File: src/rtl/arb_pkg.sv
// Shared types and helpers for the RAM arbiter.
// Latency: n/a (declarations only).
// Backpressure: n/a.
package arb_pkg;

  typedef enum logic {
    IDLE  = 1'b0,
    GRANT = 1'b1
  } state_t;

  // Bits needed to hold an index in 0..n-1 (never less than one bit).
  function automatic int idx_w(input int n);
    return (n <= 2) ? 1 : $clog2(n);
  endfunction

endpackage

File: src/rtl/rr_pick.sv
// Rotating-priority picker: first candidate at or after 'start', wrapping around.
// Latency: purely combinational.
// Backpressure: none; 'found' is low when no unmasked request exists.
module rr_pick
  import arb_pkg::*;
#(
  parameter int N  = 3,
  parameter int IW = idx_w(N)
) (
  input  logic [N-1:0]  req,
  input  logic [IW-1:0] start,
  input  logic [N-1:0]  excl,
  output logic [N-1:0]  win,
  output logic          found
);

  localparam logic [N-1:0] ONE = {{(N-1){1'b0}}, 1'b1};

  logic [N-1:0]   cand;
  logic [N-1:0]   rot;
  logic [N-1:0]   oh;
  logic [2*N-1:0] wide;

  // Rotate so 'start' lands at bit 0, isolate the lowest set bit, rotate back.
  always_comb begin
    cand  = req & ~excl;
    rot   = N'({cand, cand} >> start);
    oh    = rot & (~rot + ONE);
    wide  = {{N{1'b0}}, oh} << start;
    win   = wide[N-1:0] | wide[2*N-1:N];
    found = |cand;
  end

endmodule

File: src/rtl/mem_arbiter.sv
// Round-robin owner of a single-port sync-read RAM with bounded locked bursts.
// Latency: grant one cycle after req from idle, none on handover; read data one cycle after access.
// Backpressure: a requester holds req until served; a lock is cut after MAX_HOLD accesses if others wait.
module mem_arbiter
  import arb_pkg::*;
#(
  parameter int NUM_REQ  = 3,
  parameter int ADDR_W   = 8,
  parameter int DATA_W   = 8,
  parameter int MAX_HOLD = 16
) (
  input  logic                      clk,
  input  logic                      rst,
  input  logic [NUM_REQ-1:0]        req,
  input  logic [NUM_REQ-1:0]        lock,
  input  logic [NUM_REQ-1:0]        wren,
  input  logic [NUM_REQ*ADDR_W-1:0] addr,
  input  logic [NUM_REQ*DATA_W-1:0] wrdata,
  output logic [NUM_REQ-1:0]        gnt,
  output logic [NUM_REQ-1:0]        rdvalid,
  output logic [DATA_W-1:0]         rddata,
  output logic [ADDR_W-1:0]         mem_addr,
  output logic                      mem_wren,
  output logic [DATA_W-1:0]         mem_wrdata,
  input  logic [DATA_W-1:0]         mem_rddata,
  output logic                      rdy
);

  localparam int IW = idx_w(NUM_REQ);
  localparam int HW = idx_w(MAX_HOLD);
  localparam logic [IW-1:0] PTR_LAST = IW'(NUM_REQ - 1);
  localparam logic [HW-1:0] HOLD_TOP = HW'(MAX_HOLD - 1);

  state_t               state_q, state_d;
  logic [NUM_REQ-1:0]   gnt_q, gnt_d;
  logic [IW-1:0]        ptr_q, ptr_d;
  logic [HW-1:0]        hold_q, hold_d;
  logic [NUM_REQ-1:0]   rd_tag_q, rd_tag_d;
  logic                 rdy_q, rdy_d;

  logic [NUM_REQ-1:0]   acc_vec;
  logic                 access;
  logic                 own_lock;
  logic                 own_wren;
  logic                 own_req;
  logic                 others;
  logic                 rel_a, rel_b, rel_c, rel;
  logic [IW-1:0]        own_idx;
  logic [IW-1:0]        base_idx;
  logic [IW-1:0]        pick_start;
  logic [NUM_REQ-1:0]   pick_win;
  logic                 pick_found;

  // Owner status and the three release conditions.
  always_comb begin
    acc_vec  = gnt_q & req;
    access   = |acc_vec;
    own_lock = |(gnt_q & lock);
    own_wren = |(acc_vec & wren);
    own_req  = |(gnt_q & req);
    others   = |(req & ~gnt_q);
    rel_a    = access & ~own_lock;
    rel_b    = (state_q == GRANT) & ~own_req;
    rel_c    = access & own_lock & (hold_q == HOLD_TOP) & others;
    rel      = rel_a | rel_b | rel_c;
  end

  // Encode the one-hot owner; also choose where the rotation starts.
  always_comb begin
    own_idx = '0;
    for (int i = 0; i < NUM_REQ; i++) begin
      if (gnt_q[i]) own_idx = IW'(i);
    end
    base_idx   = (state_q == GRANT) ? own_idx : ptr_q;
    pick_start = (base_idx == PTR_LAST) ? '0 : base_idx + IW'(1);
  end

  // The owner is always masked: under release (b) its req is already low.
  rr_pick #(
    .N  (NUM_REQ),
    .IW (IW)
  ) u_pick (
    .req   (req),
    .start (pick_start),
    .excl  (gnt_q),
    .win   (pick_win),
    .found (pick_found)
  );

  // Route the owner's access to the RAM; pins idle at zero otherwise.
  always_comb begin
    mem_addr   = '0;
    mem_wrdata = '0;
    for (int i = 0; i < NUM_REQ; i++) begin
      if (acc_vec[i]) begin
        mem_addr   = addr[i*ADDR_W +: ADDR_W];
        mem_wrdata = wrdata[i*DATA_W +: DATA_W];
      end
    end
    mem_wren = own_wren & ~rst;
  end

  // Next-state: arbitration, handover without bubble, hold counting, read tag.
  always_comb begin
    state_d  = state_q;
    gnt_d    = gnt_q;
    ptr_d    = ptr_q;
    hold_d   = hold_q;
    rd_tag_d = acc_vec & ~wren;
    case (state_q)
      IDLE: begin
        if (pick_found) begin
          gnt_d   = pick_win;
          hold_d  = '0;
          state_d = GRANT;
        end
      end
      GRANT: begin
        if (rel) begin
          ptr_d  = own_idx;
          hold_d = '0;
          if (pick_found) begin
            gnt_d   = pick_win;
            state_d = GRANT;
          end else begin
            gnt_d   = '0;
            state_d = IDLE;
          end
        end else if (access && (hold_q != HOLD_TOP)) begin
          hold_d = hold_q + HW'(1);
        end
      end
      default: begin
        gnt_d   = '0;
        state_d = IDLE;
      end
    endcase
    rdy_d = (state_d == IDLE);
  end

  // State registers; reset drops any grant and any pending read pulse.
  always_ff @(posedge clk) begin
    if (rst) begin
      state_q  <= IDLE;
      gnt_q    <= '0;
      ptr_q    <= PTR_LAST;
      hold_q   <= '0;
      rd_tag_q <= '0;
      rdy_q    <= 1'b1;
    end else begin
      state_q  <= state_d;
      gnt_q    <= gnt_d;
      ptr_q    <= ptr_d;
      hold_q   <= hold_d;
      rd_tag_q <= rd_tag_d;
      rdy_q    <= rdy_d;
    end
  end

  assign gnt     = gnt_q;
  assign rdvalid = rd_tag_q;
  assign rddata  = mem_rddata;
  assign rdy     = rdy_q;

endmodule

File: config.mk
export PLATFORM = sky130hd
export DESIGN_NAME = mem_arbiter
export DESIGN_NICKNAME = d
export VERILOG_FILES = /design/src/rtl/arb_pkg.sv /design/src/rtl/rr_pick.sv /design/src/rtl/mem_arbiter.sv
export SDC_FILE = /design/constraint.sdc
export NUM_CORES = 1
export LEC_CHECK = 0
export CAP_MARGIN = 20
export CORE_MARGIN = 10
export CORE_UTILIZATION = 34
export DETAILED_ROUTE_END_ITERATION = 8
export GPL_ROUTABILITY_DRIVEN = 0
export PLACE_DENSITY_LB_ADDON = 0.3
export SLEW_MARGIN = 20
export SYNTH_ARGS = -nofsm -noshare
export SYNTH_HDL_FRONTEND = slang
export SYNTH_SLANG_ARGS = --single-unit
File: constraint.sdc
create_clock -name clk -period 3.9 [get_ports clk]
set_clock_uncertainty 0.05 [all_clocks]
set_input_delay 0.78 -clock clk [delete_from_list [all_inputs] [get_ports clk]]
set_output_delay 0.78 -clock clk [all_outputs]
set_load 0.05 [all_outputs]
==> impl_metrics.py, run 1 <==
metrics = {
    "outcome": {
        "outcome": "complete, no violations",
    },
    "clock_tree": {
        "clock_sink_count": 14,
        "hold_buffers": 0,
        "cts_tree": "done",
        "cts-resized-gates": 0,
        "cts_buffers": 3,
        "worstSkewPairLatency_ns": 0.29,
        "clockBufferDepth": 2,
        "postCtsSetupBuffers": 0,
        "path_clk_slew_ns": 0.08,
        "cts-root-buf": "clkbuf_4",
        "cts_max_level": 1,
    },
    "power_and_ir_drop": {
        "p_per_area_nw_per_um2": 276.9,
        "p_leak_uw": 0.0007669,
        "ir_worst_vdd_mv": 0.1133,
    },
    "synth": {
        "synth_area_per_cell_um2": 7.267,
        "syn_inst": 156,
        "seq_area_frac_synth_pct": 24.72,
        "yosys_register_bits": 14,
        "synth_cell_types": 40,
        "syn_area_um2": 1134,
        "yosysWarnings": 0,
        "syn-num-nets": 224,
    },
    "sta": {
        "slew_violations": 0,
        "fin_crit_ns": 3.371,
        "timing.hold.ws_ns": 0.4592,
        "final_hold_viol_count": 0,
        "setup_ws_ns": 0.5286,
        "rsz0062_at_grt": "false",
        "max_freq_mhz": 296.6,
        "setup_violations": 0,
        "relSlewSlack_pct": 61.13,
        "fin_setup_tns_ns": 0,
        "tightest_slew_ns": 0.5813,
        "period_share_pct": 86.45,
    },
    "worst_setup_path": {
        "crit_start": "req[0]",
        "critical-path-max-stage-delay_ns": 0.58,
        "cp-start-kind": "input port",
        "path_class": "in2out",
        "end_kind": "output pin",
        "path_cells": "clkdlybuf4s50_1 -> nand2_1 -> nor2_1 -> buf_4 -> a22oi_1 -> o21ai_1 -> buf_12",
        "arrival_ns": 2.54,
        "r2r_start": "gnt[2]",
        "critical_path.top_delay_family": "buffers and inverters",
        "worstPathMaxFanout": 11,
        "slowest_stage": "clkdlybuf4s50_1",
        "cp.required_ns": 3.07,
        "worst-path-buf-inv": 3,
    },
    "global_route": {
        "grt_usage_pct": 14.56,
        "antenna_found_initial": 0,
        "grt_max_degree": 30,
        "first_global_vias": 1422,
        "gr-total-overflow": 0,
        "top_usage_layer": "met2",
        "grt_pass1_wl_um": 7141,
        "grt_use_met1_pct": 13.34,
        "met2_usage_pct": 24.63,
        "met3_usage_pct": 11.18,
    },
    "detailed_routing": {
        "wl_per_cell_um": 16.99,
        "drt_iter0_markers": 112,
        "drc_errors": 0,
        "vias_per_cell": 5.104,
        "first_pass_iters": 4,
        "drt-total-wl_um": 4570,
        "vias": 1373,
        "antenna_left": 0,
    },
    "cells_and_area": {
        "fin_nets": 294,
        "fin_util_pct": 67.52,
        "drive_gt1_share_pct": 12.89,
        "area_delta_synth_final_pct": 86.31,
        "fin_area_um2": 2112,
        "antenna_cells": 0,
    },
    "placement": {
        "dpl.hpwl_um": 3965,
        "post-place-ws_ns": 0.5488,
        "port_buffers": 82,
        "post_dp_cell_area_um2": 2076,
    },
    "floorplanning": {
        "coreArea_um2": 3128,
        "die-area_um2": 6044,
        "die_w_um": 77.74,
        "initial_core_util_pct": 36.24,
        "die_h_um": 77.74,
        "io_pins": 99,
        "rows": 20,
    },
    "worst_hold_path": {
        "min_from": "hold_q[1]",
        "min-delay-path-class": "reg2reg",
    },
    "job": {
        "cap_violations": 0,
    },
}
==> cells by family after synthesis <==
kind of cell               after synthesis  synth area share (%)
AOI/OAI and AO/OA                       57                 34.33
adders and majority gates                1                 1.104
buffers and inverters                   24                 12.47
DFF                                     14                 24.72
muxes                                    3                 2.759
and+or+nand+nor                         57                 24.61
==> registers in the layout (all words and copies together) (netlist names) <==
name	count
rdvalid	3
rdy	1
state_q	1
ptr_q	2
hold_q	4
gnt	3
==> layout by cell type, fill, tap and decap left out, types with 2 or more instances in the layout <==
master	instances
a21oi_1	3
a222oi_1	2
a22oi_1	17
and2_1	2
buf_12	17
buf_4	3
clkbuf_4	3
clkdlybuf4s50_1	65
dfxtp_1	14
inv_1	3
mux2i_1	2
nand2_1	23
nand2b_1	5
nand3_1	4
nor2_1	7
nor2b_1	4
nor3_1	4
nor3b_1	3
o21ai_0	7
o21ai_1	16
or2_1	2
==> final cells by class <==
type | count | area (um^2)
clock buffer | 4 | 36.28
sequential | 14 | 280.3
timing repair buffer | 85 | 1013
fill | 275 | 1016
tap | 44 | 55.05
inverter | 4 | 15.01
multi-input combinational | 118 | 711.9
==> Yosys cell counts (all sizes together) <==
master | instances | area, um^2
a211o | 1 | 8.760
a21boi | 1 | 7.510
a21oi | 3 | 15.01
a221o | 1 | 10.01
a221oi | 1 | 15.01
a222oi | 2 | 20.02
a22o | 1 | 8.760
a22oi | 17 | 127.6
a31oi | 1 | 6.260
a32o | 1 | 10.01
and2 | 2 | 12.51
buf | 15 | 107.6
clkbuf | 5 | 18.77
dfxtp | 14 | 280.3
ha | 1 | 12.51
inv | 4 | 15.01
mux2 | 1 | 11.26
mux2i | 2 | 20.02
nand2 | 23 | 86.33
nand2b | 5 | 31.28
nand3 | 4 | 20.02
nand4 | 1 | 6.260
nor2 | 7 | 26.28
nor2b | 4 | 25.02
nor3 | 5 | 30.03
nor3b | 3 | 22.52
o2111ai | 1 | 8.760
o211a | 1 | 10.01
o21a | 1 | 7.510
o21ai | 24 | 123.9
o311a | 1 | 10.01
or2 | 2 | 12.51
or3 | 1 | 6.260
==> power breakdown <==
part | switching [uW] | leakage, uW | internal [uW] | total, uW
Combinational | 156 | 0.000631 | 155 | 311
Clock | 51.8 | 0.0000210 | 56.9 | 109
Sequential | 14.7 | 0.000114 | 151 | 166
Total | 223 | 0.000767 | 362 | 585
==> per-layer routing <==
layer  share of wire [%]  vias up
met5                   0        -
met1                  34      602
met3                  16       12
met2                  48       63
met4                 1.5        0
li1                    -      696
==> per-stage QoR <==
step / cells / total power [uW]
6_report: 269 / 584.9
4_1_cts: 269 / 588.2
5_1_grt: 269 / 617.3
3_5_place_dp: 265 / 481.0
2_1_floorplan: 156 / 342.3
3_3_place_gp: 265 / 478.3
==> worst paths after layout <==
path,endpoint,slack [ns],depth (start not counted)
worst max register to register,hold_q[3],1.97,4
worst min-delay path,hold_q[1],0.46,1
worst max-delay path,mem_addr[0],0.53,7
worst min register to register,hold_q[1],0.46,1
(Power assumes the default switching activity.)
==> inputs of run 2 (changes only) <==
--- a/config.mk
+++ b/config.mk
@@ -10,8 +10,8 @@
 export CORE_UTILIZATION = 34
 export DETAILED_ROUTE_END_ITERATION = 8
 export GPL_ROUTABILITY_DRIVEN = 0
-export PLACE_DENSITY_LB_ADDON = 0.3
-export SLEW_MARGIN = 20
+export PLACE_DENSITY = 0.86
 export SYNTH_ARGS = -nofsm -noshare
 export SYNTH_HDL_FRONTEND = slang
 export SYNTH_SLANG_ARGS = --single-unit
+export TNS_END_PERCENT = 10
==> run 2 against run 1 <==
- die area stayed put
- critical endpoint is now mem_wrdata[7]
- largest power group unchanged
- combinational power about the same
- flip-flop and latch count unchanged
- via count increased by 0.73%
- utilization is the same
- highest routed layer unchanged
- sequential share of layout area is the same
- register-to-register slack about the same
- largest cell class unchanged
- total power down 0.77%
==> impl_metrics.py, run 2 (synthesis gave the netlist of run 1 again) <==
metrics = {
    "power_and_ir_drop": {
        "p_per_area_nw_per_um2": 274.8,
        "totalPowerFinal_uw": 580.4,
        "ir_worst_vdd_mv": 0.2170,
        "switching_share_pct": 37.57,
        "pwr-share-seq_pct": 28.5,
        "clkPwrFrac_pct": 18.1,
        "p_int_uw": 362.4,
        "p_sw_uw": 218.1,
        "p_leak_uw": 0.0007669,
        "combPwrFrac_pct": 53.4,
    },
    "global_route": {
        "grt_usage_pct": 13.43,
        "gr-total-overflow": 0,
        "grt_pass1_wl_um": 6782,
        "first_global_vias": 1345,
        "antenna_found_initial": 0,
        "grt_max_degree": 29,
    },
    "worst_setup_path": {
        "path_class": "in2out",
        "worst-path-buf-inv": 3,
        "critical_path.top_delay_family": "buffers and inverters",
        "arrival_ns": 2.42,
        "cp.required_ns": 3.07,
        "end_kind": "output pin",
        "path_cells": "clkdlybuf4s50_1 -> and2_1 -> nor2_1 -> buf_4 -> a22oi_1 -> o21ai_0 -> buf_12",
        "cp-start-kind": "input port",
        "slowest_stage": "clkdlybuf4s50_1",
        "worstPathMaxFanout": 16,
        "critical-path-max-stage-delay_ns": 0.48,
    },
    "detailed_routing": {
        "vias_per_cell": 5.141,
        "drc_errors": 0,
        "vias": 1383,
        "drt_iter0_markers": 91,
        "drt-total-wl_um": 4322,
        "first_pass_iters": 4,
        "antenna_left": 0,
        "wl_per_cell_um": 16.07,
    },
    "clock_tree": {
        "cts_buffers": 3,
        "cts_max_level": 1,
        "cts-root-buf": "clkbuf_4",
        "cts-resized-gates": 0,
        "clock_sink_count": 14,
        "hold_buffers": 0,
        "clockBufferDepth": 2,
        "cts_tree": "done",
        "worstSkewPairLatency_ns": 0.28,
        "postCtsSetupBuffers": 0,
        "path_clk_slew_ns": 0.08,
    },
    "sta": {
        "final_hold_viol_count": 0,
        "rsz0062_at_grt": "false",
        "fin_setup_tns_ns": 0,
        "period_share_pct": 83.23,
        "max_freq_mhz": 308.1,
        "relSlewSlack_pct": 64.67,
        "setup_violations": 0,
        "tightest_slew_ns": 0.5283,
        "slew_violations": 0,
        "fin_crit_ns": 3.246,
    },
    "floorplanning": {
        "io_pins": 99,
        "die_h_um": 77.74,
        "die_w_um": 77.74,
        "die-area_um2": 6044,
        "coreArea_um2": 3128,
        "initial_core_util_pct": 36.24,
        "rows": 20,
    },
    "cells_and_area": {
        "drive_gt1_share_pct": 12.89,
        "fin_nets": 294,
        "fin_util_pct": 67.52,
        "layout.cells.non_filler": 269,
        "regMostFlops": "hold_q",
        "final_cell_mix": "65 x clkdlybuf4s50_1, 23 x nand2_1, 17 x a22oi_1, 17 x buf_12, 16 x o21ai_1",
        "largest_register_ffs": 4,
        "antenna_cells": 0,
        "layout_commonest_cell": "clkdlybuf4s50_1",
        "area_delta_synth_final_pct": 86.31,
    },
    "placement": {
        "dp_cells": 265,
        "port_buffers": 82,
        "dpl.hpwl_um": 3575,
    },
    "outcome": {
        "outcome": "complete, no violations",
    },
    "job": {
        "cap_violations": 0,
    },
    "worst_hold_path": {
        "min-delay-path-class": "reg2reg",
    },
}
[run 2: worst register-to-register path: cells and delay by family (launching register included)]
family | cells | cell delay [ns]
simple gates | 1 | 0.37
flops | 1 | 0.53
compound gates | 3 | 0.92
[run 2: area by class of cell]
class | count | area, um^2
flip-flops and latches | 14 | 280.3
well taps | 44 | 55.05
fillers | 257 | 1016
repair buffers | 85 | 1013
inverters | 4 | 15.01
clock buffers | 4 | 36.28
multi-input cells | 118 | 711.9
[run 2: worst paths after layout]
check,from,end,slack [ns],depth (start not counted)
max,req[1],mem_wrdata[7],0.65,7
min,hold_q[1],hold_q[1],0.46,1
max reg2reg,gnt[2],hold_q[2],1.98,4
min reg2reg,hold_q[1],hold_q[1],0.46,1
[run 2: power groups by stage]
stage          Sequential (uW)  Combinational, uW  Clock [uW]
6_report                   166                310         105
5_1_grt                    168                327         116
4_1_cts                    165                312         110
3_5_place_dp               168                311           0
3_3_place_gp               168                307           0
2_1_floorplan              175                168           0
[run 2: routing by layer]
| layer | GRT usage [%] | vias up | wire (um) |
|---|---|---|---|
| li1 | - | 696 | - |
| met1 | 14.87 | 613 | 1622 |
| met2 | 24.21 | 68 | 2297 |
| met3 | 4.378 | 6 | 365 |
| met4 | 2.920 | 0 | 37 |
| met5 | 0 | - | 0 |
[run 2: stage by stage]
| stage | worst slack, ns | instance area, um^2 | hold WS (ns) |
|---|---|---|---|
| floorplan | 0.5199 | 1134 | 0.4153 |
| global placement | 0.7170 | 2076 | 0.4388 |
| detailed placement | 0.6412 | 2076 | 0.4430 |
| CTS | 0.6337 | 2112 | 0.4688 |
| global route | 0.4886 | 2112 | 0.4961 |
| finish | 0.6541 | 2112 | 0.4639 |
==> inputs of run 3 (changes only) <==
--- a/config.mk
+++ b/config.mk
@@ -7,10 +7,10 @@
 export LEC_CHECK = 0
 export CAP_MARGIN = 20
 export CORE_MARGIN = 10
-export CORE_UTILIZATION = 34
+export CORE_UTILIZATION = 29
 export DETAILED_ROUTE_END_ITERATION = 8
 export GPL_ROUTABILITY_DRIVEN = 0
-export PLACE_DENSITY = 0.86
+export PLACE_DENSITY = 0.78
 export SYNTH_ARGS = -nofsm -noshare
 export SYNTH_HDL_FRONTEND = slang
 export SYNTH_SLANG_ARGS = --single-unit
==> constraint.sdc (replaced) <==
create_clock -name clk -period 2.8 [get_ports clk]
set_clock_uncertainty 0.05 [all_clocks]
set_input_delay 0.56 -clock clk [delete_from_list [all_inputs] [get_ports clk]]
set_output_delay 0.56 -clock clk [all_outputs]
set_load 0.05 [all_outputs]
==> run 3 against run 2 <==
- global-route usage shrank 0.86 points
- sequential share of layout area is 0.28 points lower
- setup slack worse by 0.52 ns
- first-iteration DRC count is 24% higher
- sequential power is 39% higher
- utilization fell by 9.5 points
- clock-buffer cell count fell by 1
- critical endpoint is now mem_wrdata[4]
- largest cell class unchanged
- highest routed layer unchanged
==> impl_metrics.py, run 3 (synthesis gave the netlist of run 1 again) <==
metrics = {
    "detailed_routing": {
        "wl_per_cell_um": 16.47,
        "vias_per_cell": 5.098,
        "vias": 1402,
        "drt-total-wl_um": 4528,
        "drt_iter0_markers": 113,
        "antenna_left": 0,
        "first_pass_iters": 4,
        "drc_errors": 0,
    },
    "power_and_ir_drop": {
        "totalPowerFinal_uw": 833.8,
        "ir_worst_vdd_mv": 0.2030,
        "p_per_area_nw_per_um2": 386.5,
        "p_leak_uw": 0.0007855,
    },
    "clock_tree": {
        "clock_sink_count": 14,
        "hold_buffers": 0,
        "path_clk_slew_ns": 0.05,
        "worstSkewPairLatency_ns": 0.25,
        "cts_max_level": 1,
        "cts-root-buf": "clkbuf_8",
        "cts_buffers": 3,
        "clockBufferDepth": 2,
        "cts_tree": "done",
    },
    "global_route": {
        "antenna_found_initial": 0,
        "gr-total-overflow": 0,
        "grt_max_degree": 33,
        "first_global_vias": 1347,
        "grt_pass1_wl_um": 6679,
        "grt_usage_pct": 12.57,
    },
    "worst_setup_path": {
        "critical_path.top_delay_family": "buffers and inverters",
        "crit_end": "mem_wrdata[4]",
        "worstPathMaxFanout": 16,
        "path_class": "in2out",
        "reg2reg_slack_ns": 0.86,
        "r2r_start": "gnt[2]",
        "arrival_ns": 2.05,
        "worst-path-buf-inv": 3,
        "path_cells": "clkdlybuf4s50_1 -> and2_1 -> nor2_1 -> buf_4 -> a22oi_1 -> o21ai_1 -> buf_12",
        "crit_start": "req[1]",
        "cp_num_cells": 7,
        "r2r_cells": 4,
        "slowest_stage": "clkdlybuf4s50_1",
        "cp.required_ns": 2.19,
        "r2r-end": "hold_q[2]",
        "end_kind": "output pin",
        "cp-start-kind": "input port",
        "critical-path-max-stage-delay_ns": 0.42,
    },
    "cells_and_area": {
        "antenna_cells": 0,
        "filler_cell_count": 358,
        "largest_register_ffs": 4,
        "area_delta_synth_final_pct": 90.29,
        "layout.cells.non_filler": 275,
        "layout_commonest_cell": "clkdlybuf4s50_1",
        "drive_gt1_share_pct": 13.66,
        "multiInputGateArea_um2": 711.9,
        "final_cell_mix": "65 x clkdlybuf4s50_1, 23 x nand2_1, 18 x o21ai_1, 18 x buf_12, 17 x a22oi_1",
        "seqCellArea_um2": 280.3,
        "regMostFlops": "hold_q",
        "fin_nets": 297,
    },
    "floorplanning": {
        "initial_core_util_pct": 30.51,
        "coreArea_um2": 3716,
        "die_h_um": 82.52,
        "rows": 22,
        "die-area_um2": 6810,
        "die_w_um": 82.52,
        "io_pins": 99,
    },
    "placement": {
        "post-place-ws_ns": 0.1024,
        "dp_cells": 272,
        "dpl.hpwl_um": 3756,
        "port_buffers": 82,
    },
    "sta": {
        "slew_violations": 0,
        "fin_crit_ns": 2.662,
        "final_hold_viol_count": 0,
        "max_freq_mhz": 375.6,
        "setup_violations": 0,
        "fin_setup_tns_ns": 0,
        "relSlewSlack_pct": 65.05,
        "rsz0062_at_grt": "false",
        "setup_ws_ns": 0.1379,
        "period_share_pct": 95.07,
        "tightest_slew_ns": 0.5227,
        "timing.hold.ws_ns": 0.4523,
    },
    "outcome": {
        "outcome": "complete, no violations",
    },
    "job": {
        "cap_violations": 0,
    },
    "worst_hold_path": {
        "min-delay-path-class": "reg2reg",
    },
}
-- run 3: metrics by stage --
| stage | utilization [%] | area (um^2) |
|---|---|---|
| after floorplan | - | 1134 |
| after global placement | 56.94 | 2116 |
| after detailed placement | 56.94 | 2116 |
| after CTS | 58.05 | 2157 |
| after global routing | 58.05 | 2157 |
| final | 58.05 | 2157 |
-- run 3: worst min-delay path by stage --
stage | slack (ns) | end | cells after the start | from
2_1_floorplan | 0.42 | hold_q[3] | 2 | hold_q[3]
3_3_place_gp | 0.43 | hold_q[3] | 2 | hold_q[3]
3_5_place_dp | 0.44 | hold_q[1] | 1 | hold_q[1]
4_1_cts | 0.46 | hold_q[3] | 2 | hold_q[3]
5_1_grt | 0.49 | hold_q[1] | 1 | hold_q[1]
6_report | 0.45 | hold_q[3] | 2 | hold_q[3]
-- run 3: power by group --
group,switching (uW),leakage [uW],internal (uW)
clock,69.2,0.0000216,95.2
combinational,217,0.000650,221
sequential,20.6,0.000114,211
total,307,0.000785,527
-- run 3: metal layers --
metal / global-route usage [%] / wire length (um)
met4: 4.849 / 57
met1: 14.94 / 1708
met5: 0 / 0
met2: 20.22 / 2379
met3: 4.536 / 382
-- run 3: repair_timing --
item | in CTS | in global routing
endpoints found under the setup margin | 0 | 1
resized for setup | 0 | 1
setup buffers | 0 | 0
-- run 3: area by class of cell --
class | instances | share of cell area, %
Timing Repair Buffer | 88 | 48.61
Clock buffer | 3 | 1.914
Inverter | 4 | 0.6961
Tap cell | 48 | 2.784
Sequential cell | 14 | 12.99
Multi-Input combinational cell | 118 | 33.00
-- run 3: worst reg2reg max path, stage by stage (launching register included) --
cell and delay [ns]:
dfxtp_1 0.53, a222oi_1 0.20, or2_1 0.37, a221oi_2 0.50, o311a_1 0.24
